[config.mk]
export PLATFORM = sky130hd
export DESIGN_NAME = add_sub8_flat
export DESIGN_NICKNAME = d
export VERILOG_FILES = /design/src/rtl/add_sub8_pkg.sv /design/src/rtl/add_sub8_if.sv /design/src/rtl/add_sub8_full_adder.sv /design/src/rtl/add_sub8.sv /design/src/flat_wrapper.sv
export SDC_FILE = /design/constraint.sdc
export NUM_CORES = 1
export LEC_CHECK = 0
export ABC_CLOCK_PERIOD_IN_PS = 5400
export CORE_MARGIN = 5
export CORE_UTILIZATION = 35
export CTS_BUF_LIST = sky130_fd_sc_hd__clkbuf_8
export DETAILED_ROUTE_END_ITERATION = 7
export GPL_TIMING_DRIVEN = 0
export PLACE_DENSITY_LB_ADDON = 0.25
export SETUP_SLACK_MARGIN = 0.2
export SLEW_MARGIN = 0
export SYNTH_ARGS = -nofsm -noshare
export SYNTH_HDL_FRONTEND = slang
export SYNTH_SLANG_ARGS = --single-unit
export TNS_END_PERCENT = 10
[constraint.sdc]
create_clock -name clk -period 5.4 [get_ports clk]
set_clock_uncertainty 0.1 [all_clocks]
set_input_delay 1.35 -clock clk [delete_from_list [all_inputs] [get_ports clk]]
set_output_delay 1.35 -clock clk [all_outputs]
set_load 0.1 [all_outputs]
[src/rtl/add_sub8_pkg.sv]
// Shared constants for the add/sub datapath: operation encodings on ci
// and the default operand width.
package add_sub_pkg;

    localparam int  WIDTH_DEF = 8;

    localparam logic OP_ADD = 1'b0;
    localparam logic OP_SUB = 1'b1;

    typedef struct packed {
        logic co;
        logic ovf;
        logic zero;
    } flags_t;

endpackage

[src/rtl/add_sub8_if.sv]
// Operand/result bundle between an issuing master and the add_sub8 core.
interface add_sub8_if #(
    parameter int WIDTH = add_sub_pkg::WIDTH_DEF
);
    logic             in_valid;
    logic [WIDTH-1:0] a;
    logic [WIDTH-1:0] b;
    logic             ci;
    logic             out_valid;
    logic             co;
    logic [WIDTH-1:0] s;
    logic             ovf;
    logic             zero;

    modport master (
        output in_valid, a, b, ci,
        input  out_valid, co, s, ovf, zero
    );

    modport slave (
        input  in_valid, a, b, ci,
        output out_valid, co, s, ovf, zero
    );
endinterface

[src/rtl/add_sub8_full_adder.sv]
// One-bit full adder cell used to build the ripple chain.
// Latency: combinational. Backpressure: none.
module full_adder (
    input  logic a,
    input  logic b,
    input  logic cin,
    output logic s,
    output logic cout
);
    assign s    = a ^ b ^ cin;
    assign cout = (a & b) | (cin & (a ^ b));
endmodule

[src/rtl/add_sub8.sv]
// Two's-complement adder/subtractor (ci: 0 = add, 1 = subtract) with flags.
// Latency: 1 cycle, registered outputs. Backpressure: none, 1 op/cycle.
module add_sub8
    import add_sub_pkg::*;
#(
    parameter int WIDTH = WIDTH_DEF
) (
    input  logic clk,
    input  logic rst,
    add_sub8_if.slave bus
);
    localparam int MSB = WIDTH - 1;

    logic [WIDTH-1:0] b_eff;
    logic [WIDTH:0]   carry;
    logic [WIDTH-1:0] sum_s;
    flags_t           flags_nxt;
    flags_t           flags_q;
    logic [WIDTH-1:0] s_q;
    logic             out_valid_q;

    // Subtraction is a + ~b + 1: ci both inverts b and feeds the chain's carry-in.
    assign b_eff    = bus.b ^ {WIDTH{bus.ci}};
    assign carry[0] = bus.ci;

    for (genvar i = 0; i < WIDTH; i++) begin : g_ripple
        full_adder u_fa (
            .a    (bus.a[i]),
            .b    (b_eff[i]),
            .cin  (carry[i]),
            .s    (sum_s[i]),
            .cout (carry[i+1])
        );
    end

    // Signed overflow: both operands agree in sign but the result does not.
    always_comb begin
        flags_nxt.co   = carry[WIDTH];
        flags_nxt.ovf  = (bus.a[MSB] == b_eff[MSB]) && (sum_s[MSB] != bus.a[MSB]);
        flags_nxt.zero = (sum_s == '0);
    end

    always_ff @(posedge clk) begin
        if (rst) begin
            out_valid_q <= 1'b0;
            s_q         <= '0;
            flags_q     <= '0;
        end else begin
            out_valid_q <= bus.in_valid;
            if (bus.in_valid) begin
                s_q     <= sum_s;
                flags_q <= flags_nxt;
            end
        end
    end

    assign bus.out_valid = out_valid_q;
    assign bus.s         = s_q;
    assign bus.co        = flags_q.co;
    assign bus.ovf       = flags_q.ovf;
    assign bus.zero      = flags_q.zero;
endmodule

[src/flat_wrapper.sv]
// flat-port wrapper written by rule: the top's interface ports become plain ports
module add_sub8_flat import add_sub_pkg::*;
#(
    parameter int WIDTH = WIDTH_DEF
)
  (clk, rst, bus_in_valid, bus_a, bus_b, bus_ci, bus_out_valid, bus_co, bus_s, bus_ovf, bus_zero);
  add_sub8_if #(.WIDTH(WIDTH)) bus_i ();
  input  logic clk;
  input  logic rst;
  input wire logic [$bits(bus_i.in_valid)-1:0] bus_in_valid;
  input wire logic [$bits(bus_i.a)-1:0] bus_a;
  input wire logic [$bits(bus_i.b)-1:0] bus_b;
  input wire logic [$bits(bus_i.ci)-1:0] bus_ci;
  output wire logic [$bits(bus_i.out_valid)-1:0] bus_out_valid;
  output wire logic [$bits(bus_i.co)-1:0] bus_co;
  output wire logic [$bits(bus_i.s)-1:0] bus_s;
  output wire logic [$bits(bus_i.ovf)-1:0] bus_ovf;
  output wire logic [$bits(bus_i.zero)-1:0] bus_zero;
  assign bus_i.in_valid = bus_in_valid;
  assign bus_i.a = bus_a;
  assign bus_i.b = bus_b;
  assign bus_i.ci = bus_ci;
  assign bus_out_valid = bus_i.out_valid;
  assign bus_co = bus_i.co;
  assign bus_s = bus_i.s;
  assign bus_ovf = bus_i.ovf;
  assign bus_zero = bus_i.zero;
  add_sub8 #(.WIDTH(WIDTH)) u_core (.clk(clk), .rst(rst), .bus(bus_i));
endmodule
==> out/metrics.csv <==
stage,metric,value,unit
placed_design,Final HPWL DP,1.24,mm
yosys,Avg Inst Size Synth,10.6,sq um
timing,crit share post-route,0.934,
timing,RSZ-0062 raised after global routing,no,
cells_and_area,area grow syn2layout,52.4,%
timing,hold slack,372,ps
timing,Final Slew Violations,0,
setup_path,maximum fanout along the worst path,3,
clock_network,Max Buffers Root-to-Sink,2,
clock_network,CTS root buffer,clkbuf_8,
yosys,Ys Warns,0,
power_and_ir_drop,LEAKAGE,0.473,nW
placed_design,Routability Congestion,0.691,
setup_path,critical path launch point type,primary input,
setup_path,Crit path required time,5480,ps
clock_network,Worst-Skew Late Latency,240,ps
yosys,Yosys reg bits,12,
cells_and_area,ANT cells,0,
timing,endpoints failing hold,0,
power_and_ir_drop,pwr dens,303,nW/um^2
yosys,Post-Synthesis Cells,70,
route,drt drc,0,
yosys,Mapped Area,741,sq um
placed_design,port bufs,30,
route,post-DR wirelength/cell,11.4,microns
yosys,Unique masters post-synth,21,
route,post-DR vias/cell,4.43,
yosys,post-synthesis sequential area ratio,0.324,
grt,vias in the first global route,621,
grt,initial antenna violation count,0,
timing,FMAX,198,MHz
setup_path,CP arrival,5120,ps
route,vias post-DR,580,
floorplanning,Die Ht,56.0,microns
timing,Max-slew headroom,0.341,
clock_network,H-tree levels,1,
power_and_ir_drop,total power,0.000342,W
hold_path,worst hold path class,reg -> reg,
floorplanning,Die Area,3140,sq um
placed_design,DP Worst Slack,-49.5,ps
cells_and_area,NumNets Final,134,
floorplanning,width of the die,56.0,microns
timing,setup violators final,0,
setup_path,critical path capture point type,flip-flop,
route,antenna-violating nets left,0,
clock_network,CTS tree,done,
floorplanning,Initial Util,0.374,
grt,GRT Util Overall,0.110,
timing,Slew @ Worst Pin,986,ps
grt,global-route wire length before repair,2.65,mm
yosys,net count after synthesis,98,
clock_network,Clock Pin Slew Worst Setup and Hold Paths,50,ps
floorplanning,I/O pins,32,
setup_path,worst setup path class,in -> reg,
timing,final setup margin,356,ps
clock_network,CTS buffer count,3,
route,Iteration-0 DRC Markers,2,
grt,remaining global-route overflow,0,
cells_and_area,share of cells above drive strength 1,0.135,
grt,largest net degree at the start of global routing,11,
floorplanning,Site Rows,16,
route,First-pass DRT Iterations,2,
power_and_ir_drop,Peak VDD IR,0.000143,V
timing,Final min period,5040,ps
floorplanning,core area,1980,sq um
job,max cap viols,0,
clock_network,clock sink count,12,
cells_and_area,fin util,0.569,
run_status,status,finished clean,
route,routed wire length,1.50,mm
[power by group]
part	internal, W	leakage (nW)	switching (W)
registers	0.0000979	0.0992	0.00000409
clock network	0.0000489	0.0216	0.0000303
logic	0.0000578	0.352	0.000103
total	0.000205	0.473	0.000137
[cell type report]
| class | count | area, sq um |
|---|---|---|
| Fill cell | 176 | 853 |
| Multi-Input combinational cell | 45 | 430 |
| Timing Repair Buffer | 31 | 308 |
| Sequential cell | 12 | 240 |
| Clock buffer | 3 | 41.3 |
| Buffer | 4 | 41.3 |
| Inverter | 9 | 33.8 |
| Tap cell | 27 | 33.8 |
[cell usage in the layout, fill, tap and decap left out, types with 2 or more instances in the layout]
cell and n:
a211oi_1 5, buf_2 2, clkbuf_8 3, clkdlybuf4s50_1 30, dfxtp_1 12, fa_1 5, fa_2 2, inv_1 8
mux2i_1 4, nor2_1 10, xnor2_1 6, xor2_1 3
[repair_timing]
action,CTS,global route
endpoints found under the setup margin,1,2
hold endpoints to repair,0,0
hold buffers,0,0
setup buffers,0,1
pin swaps,0,1
gates resized for setup,1,2
[cell usage after synthesis]
library cell,number,area [sq um]
a211oi_1,5,37.5
and3b_1,1,8.76
and2b_1,1,7.51
ha_1,1,12.5
dfxtp_1,12,240
buf_2,2,10.0
buf_12,1,20.0
nor2b_1,1,6.26
fa_1,7,140
nor2_1,10,37.5
nand4_2,1,12.5
a31oi_1,1,6.26
and4b_1,1,10.0
nand2b_1,1,6.26
xnor2_1,6,52.6
xor2_1,3,26.3
mux2i_1,4,40.0
a21oi_2,1,8.76
a211oi_2,1,12.5
buf_6,1,11.3
inv_1,9,33.8
[per-stage QoR]
step,instances,area [sq um],setup TNS (ps)
2_1_floorplan,70,741,0
3_3_place_gp,127,1070,0
4_1_cts,130,1120,0
5_1_grt,131,1130,0
3_5_place_dp,127,1070,-49.5
6_report,131,1130,0
[worst paths after layout]
kind	from	endpoint	slack, ps	depth (start not counted)
worst max-delay path	bus_b[0]	u_core.bus.zero	360	15
worst min-delay path	u_core.bus.zero	u_core.bus.zero	370	2
worst max register to register	u_core.bus.ovf	u_core.bus.ovf	4550	3
worst min register to register	u_core.bus.zero	u_core.bus.zero	370	2
[cell families (layout without fill, tap and decap cells)]
family | count (synthesis) | after routing | synth area share
AO/OA/AOI/OAI | 8 | 8 | 0.0878
XOR/XNOR | 9 | 9 | 0.106
adder cells (fa/ha/maj) | 8 | 8 | 0.206
buffers and inverters | 13 | 47 | 0.101
flip-flops | 12 | 12 | 0.324
multiplexers | 4 | 4 | 0.0541
AND/OR/NAND/NOR | 16 | 16 | 0.120
[worst max-delay path, cell delays in order]
cell and delay (ps):
clkdlybuf4s50_1 510, mux2i_1 110, fa_2 360, fa_2 350, fa_1 360, inv_1 70
fa_1 160, inv_1 50, fa_1 380, fa_1 390, inv_2 70, fa_1 430
and4b_1 290, nand4_2 100, a21oi_2 130
[per-layer routing]
| metal | global-route usage | routed length [microns] |
|---|---|---|
| met5 | 0 | 0 |
| met4 | 0.0814 | 53 |
| met3 | 0.0394 | 149 |
| met2 | 0.175 | 708 |
| met1 | 0.117 | 587 |
[sequential cells by signal (all words and copies together), names as in the netlist]
register / flops
u_core.bus.s: 8
u_core.bus.co: 1
u_core.bus.out_valid: 1
u_core.bus.ovf: 1
u_core.bus.zero: 1
No activity file was read; power rests on OpenSTA's default activity.
